`src/rtl/control_multdiv_stall.sv`:
```
// Stall/handshake controller for the X-stage multi-cycle multiplier and divider.
// Issues one start pulse per MUL/DIV and holds the pipeline until ready or the per-op limit.
module control_multdiv_stall #(
  parameter logic [4:0] ALU_OPCODE = 5'b00000,
  parameter logic [4:0] MUL_ALUOP  = 5'b00110,
  parameter logic [4:0] DIV_ALUOP  = 5'b00111,
  parameter int         MUL_MAX    = 17,
  parameter int         DIV_MAX    = 33,
  parameter int         CNT_W      = 6
) (
  input  logic             cpu_clock,
  input  logic             reset_n,
  input  logic [31:0]      instruction_X,
  input  logic             x_valid,
  input  logic             flush,
  input  logic             outside_stall,
  input  logic             mult_rdy,
  input  logic             div_rdy,
  input  logic             mult_exc,
  input  logic             div_exc,
  output logic             ctrl_mult,
  output logic             ctrl_div,
  output logic             stall,
  output logic             result_we,
  output logic             result_sel,
  output logic             md_exception,
  output logic             timeout,
  output logic [CNT_W-1:0] busy_count
);

  localparam logic [1:0] IDLE = 2'd0;
  localparam logic [1:0] BUSY = 2'd1;
  localparam logic [1:0] DONE = 2'd2;

  localparam logic [CNT_W-1:0] MUL_LIM = CNT_W'(MUL_MAX);
  localparam logic [CNT_W-1:0] DIV_LIM = CNT_W'(DIV_MAX);

  function automatic logic [CNT_W-1:0] sat_inc(input logic [CNT_W-1:0] v);
    return (&v) ? v : v + CNT_W'(1);
  endfunction

  logic [1:0] state;
  logic [1:0] state_nxt;
  logic       is_mul_op;
  logic       is_div_op;
  logic       is_md;
  logic       sel_rdy;
  logic       sel_exc;
  logic       at_lim;
  logic       done;

  // Register/immediate fields play no part in the decode.
  logic unused_fields;
  assign unused_fields = ^{instruction_X[26:7], instruction_X[1:0]};

  assign is_mul_op = (instruction_X[31:27] == ALU_OPCODE) && (instruction_X[6:2] == MUL_ALUOP);
  assign is_div_op = (instruction_X[31:27] == ALU_OPCODE) && (instruction_X[6:2] == DIV_ALUOP);
  assign is_md     = x_valid & ~flush & (is_mul_op | is_div_op);

  // Only the unit latched at start is listened to; the other unit's handshake is ignored.
  assign sel_rdy = result_sel ? div_rdy : mult_rdy;
  assign sel_exc = result_sel ? div_exc : mult_exc;
  assign at_lim  = (busy_count == (result_sel ? DIV_LIM : MUL_LIM));
  assign done    = sel_rdy | at_lim;

  always_comb begin
    state_nxt    = state;
    ctrl_mult    = 1'b0;
    ctrl_div     = 1'b0;
    stall        = 1'b0;
    result_we    = 1'b0;
    md_exception = 1'b0;
    timeout      = 1'b0;
    case (state)
      IDLE: begin
        if (is_md) begin
          ctrl_mult = is_mul_op;
          ctrl_div  = is_div_op;
          stall     = 1'b1;
          state_nxt = BUSY;
        end
      end
      BUSY: begin
        // A squash outranks completion: the op is abandoned without writing back.
        if (flush) begin
          state_nxt = IDLE;
        end else if (done) begin
          result_we    = 1'b1;
          md_exception = sel_exc;
          timeout      = ~sel_rdy;
          state_nxt    = DONE;
        end else begin
          stall = 1'b1;
        end
      end
      DONE: begin
        // The finished instruction is still in X while the pipeline is held elsewhere.
        if (!outside_stall) state_nxt = IDLE;
      end
      default: state_nxt = IDLE;
    endcase
  end

  always_ff @(posedge cpu_clock) begin
    if (!reset_n) begin
      state      <= IDLE;
      busy_count <= '0;
      result_sel <= 1'b0;
    end else begin
      state <= state_nxt;
      if (state == IDLE && is_md) begin
        busy_count <= '0;
        result_sel <= is_div_op;
      end else if (state == BUSY) begin
        busy_count <= sat_inc(busy_count);
      end
    end
  end

endmodule

```
`config.mk`:
```
export PLATFORM = sky130hd
export DESIGN_NAME = control_multdiv_stall
export DESIGN_NICKNAME = d
export VERILOG_FILES = /design/src/rtl/control_multdiv_stall.sv
export SDC_FILE = /design/constraint.sdc
export NUM_CORES = 1
export LEC_CHECK = 0
export ABC_AREA = 1
export BUFFER_PORTS_ARGS = -buffer_cell sky130_fd_sc_hd__buf_2
export CAP_MARGIN = 20
export CORE_MARGIN = 4
export CORE_UTILIZATION = 30
export DETAILED_ROUTE_END_ITERATION = 6
export PLACE_DENSITY = 0.65
export SYNTH_ARGS = -nofsm -noshare
export SYNTH_HDL_FRONTEND = slang
export SYNTH_SLANG_ARGS = --single-unit
```
`constraint.sdc`:
```
create_clock -name cpu_clock -period 2.3 [get_ports cpu_clock]
set_input_delay 0.345 -clock cpu_clock [delete_from_list [all_inputs] [get_ports cpu_clock]]
set_output_delay 0.345 -clock cpu_clock [all_outputs]
set_load 0.01 [all_outputs]
```
==> results.py <==
metrics = {
    "run_status": {
        "run_status": "finished clean",
    },
    "global_route": {
        "grt_pass1_wl_um": 2550,
        "grt_antenna_before_repair": 0,
        "grt_start_max_net_pins": 8,
        "global_route.usage.total_pct": 11.4,
        "grt_pass1_vias": 649,
        "globalRoute.totalOverflow": 0,
    },
    "logic_synthesis": {
        "synth_cell_types": 16,
        "synthesis.yosys.warnings": 0,
        "post_synthesis_share_of_cell_area_spent_on_xor_and_xnor_gates_pct": 5.38,
        "synthesis.area_um2": 651,
        "postSynthRegisterBits": 9,
        "syn-mean-instance-area_um2": 5.97,
        "synth-simple-area-share_pct": 44.4,
        "synth_mux_area_share_pct": 0,
        "syn-num-nets": 152,
        "synth_area_in_compound_gates_pct": 5.96,
        "synth_top_family_by_area": "simple AND/OR/NAND/NOR gates",
        "synth-seq-area-share_pct": 27.7,
        "synthesis.instances": 109,
        "synth-adder-area-share_pct": 3.85,
    },
    "timing": {
        "final.min_clock_period_ns": 1.95,
        "setup_viol": 0,
        "fin_setup_tns_ns": 0,
        "achievable-frequency_mhz": 514,
        "worst-slew-pin-transition_ns": 0.230,
        "clock-skew-final_ns": 0.00147,
        "setup_repair_after_global_routing_missed_its_margin": "no",
        "worst_slew_margin_rel_pct": 84.6,
        "fin_hold_ws_ns": 0.360,
        "report.final.slew_viol_count": 0,
        "report.final.hold_viol_count": 0,
        "final_min_period_over_clock_period_pct": 84.6,
    },
    "detailed_routing": {
        "wl_met2_um": 684,
        "highest_layer_used_for_signal_routing": "met4",
        "vias": 733,
        "drt_pre_antenna_iters": 4,
        "drt.antenna.violating_nets": 0,
        "met3_length_um": 106,
        "drt_first_iter_violations": 18,
        "wl_per_cell_um": 9.15,
        "drt-vias-per-instance": 4.29,
        "drt-total-wl_um": 1560,
        "drt-met1-wl_um": 751,
        "drc_violation_count_after_routing": 0,
    },
    "setup_path": {
        "r2r_slack_ns": 0.99,
        "timing.reg2reg.worst_path_depth": 8,
        "critPathArrivalTime_ns": 1.60,
        "launch_point_of_the_worst_reg_to_reg_path": "busy_count[1]",
        "cp_data_required_time_ns": 1.96,
        "worst-setup-path-type": "register to output port",
        "timing.rr.end": "busy_count[2]",
        "startpoint_type": "register",
        "endpoint_class_of_the_critical_path": "output port",
        "critical_path_peak_fanout": 7,
    },
    "clocking": {
        "cts.htree.levels": 1,
        "holdBufCountCts": 0,
        "clk-insertion-delay-late_ns": 0.26,
        "post_cts.repair.setup_buffers": 0,
        "cts-root-buf": "clkbuf_4",
        "cts_inserted_buffers": 3,
        "post_cts.resized_instances": 0,
        "cts.sinks": 9,
        "clkTransAtPathRegs_ns": 0.07,
        "cts_tree": "built",
        "clk_path_buf_depth": 2,
    },
    "final_layout": {
        "num-nets-final": 188,
        "antennaDiodeCount": 0,
        "layout-drive-gt1-share_pct": 28.5,
        "fillerInstances": 228,
        "final_core_util_pct": 43.3,
        "syn2layout_area_growth_pct": 33.3,
    },
    "pwr": {
        "power_density_nw_per_um2": 358,
        "ir_worst_vdd_v": 0.000211,
        "total_power_uw": 311,
        "leakage_power_of_the_design_uw": 0.000483,
    },
    "min_path": {
        "whs_path_depth": 3,
        "hold_path.class": "input pin to register",
        "min_from": "outside_stall",
        "whs_endpoint": "state[1]",
    },
    "place": {
        "placer_s_final_routability_congestion_estimate": 0.803,
        "io_buffer_count": 31,
        "dpl.hpwl_um": 1280,
    },
    "floorplan": {
        "die_x_um": 54.6,
        "boundaryPins": 54,
        "design.die.area_um2": 2980,
        "die_height_um": 54.6,
        "start_util_pct": 32.5,
        "num_rows": 16,
        "floorplan.core_area_um2": 2000,
    },
    "job": {
        "cap_viol_max_count": 0,
    },
}
## state kept, by name, indices dropped and copies added, names as in the netlist
register    count
busy_count      6
state           2
result_sel      1
## worst max path at each step
stage | to | startpoint | slack (ns)
final | ctrl_mult | busy_count[0] | 0.35
after global routing | ctrl_div | busy_count[0] | 0.11
after CTS | ctrl_mult | busy_count[0] | 0.23
after detailed placement | ctrl_mult | busy_count[0] | 0.53
after global placement | ctrl_div | busy_count[0] | 0.53
after floorplan | ctrl_div | busy_count[0] | 0.72
## cell usage in the layout (no fill, tap or decap)
cell,count
nor3_1,1
nand2_1,31
clkbuf_4,3
dfxtp_2,1
nor3b_1,1
inv_1,22
nor2_2,1
nand2_4,1
a21oi_1,6
nor2_1,15
nor2_4,1
buf_2,31
a21oi_2,1
dfxtp_1,8
nand4_1,2
xor2_1,4
clkbuf_1,1
nand3_1,10
ha_1,2
nand2_2,2
## through the flow
stage | std cells | instance area (µm²) | worst slack (ns)
floorplan | 109 | 651 | 0.719
global placement | 167 | 840 | 0.532
detailed placement | 167 | 840 | 0.532
CTS | 171 | 866 | 0.231
global route | 171 | 867 | 0.107
finish | 171 | 867 | 0.354
## worst max-delay path, stage by stage, from the launching register on
cell and delay [ns]:
dfxtp_2 0.41, ha_1 0.17, nor3b_1 0.20, nand2_1 0.12
nand2_1 0.12, nand3_1 0.10, nor2_1 0.10, buf_2 0.13
## layer usage
| layer | track usage [%] | vias to the layer above |
|---|---|---|
| met5 | 0 | - |
| met4 | 3.73 | 0 |
| met3 | 1.91 | 2 |
| met2 | 18.7 | 21 |
| met1 | 15.0 | 309 |
| li1 | - | 401 |
## synth_stat cells, drive strengths merged
library cell / count / area, µm²
inv: 22 / 82.6
dfxtp: 9 / 180
nand2: 34 / 140
a21oi: 7 / 38.8
nand3: 10 / 50.1
nor2: 17 / 73.8
xor2: 4 / 35.0
nand4: 2 / 12.5
nor3: 1 / 5.00
nor3b: 1 / 7.51
ha: 2 / 25.0
## kinds of logic (layout without fill, tap and decap cells)
logic type	count (synthesis)	count (layout)
xor gates and xnor gates	4	4
and+or+nand+nor	65	65
AOI/OAI and AO/OA	7	7
DFF	9	9
buffers and inverters	22	57
adders and majority gates	2	2
## final cells by class
type,instances,area (µm²),area share (%)
timing repair buffer,31,155,17.9
sequential,9,181,20.9
inverter,22,82.6,9.52
tap,27,33.8,3.90
clock buffer,4,26.3,3.03
multi-input combinational,78,388,44.7
## power breakdown
group / leakage [µW] / switching, µW / internal [µW] / total, µW
combinational: 0.000395 / 14.2 / 14.9 / 29.0
sequential: 0.0000730 / 0.0220 / 156 / 156
clock: 0.0000150 / 59.0 / 66.9 / 126
Power figures use the tool's default switching activity.
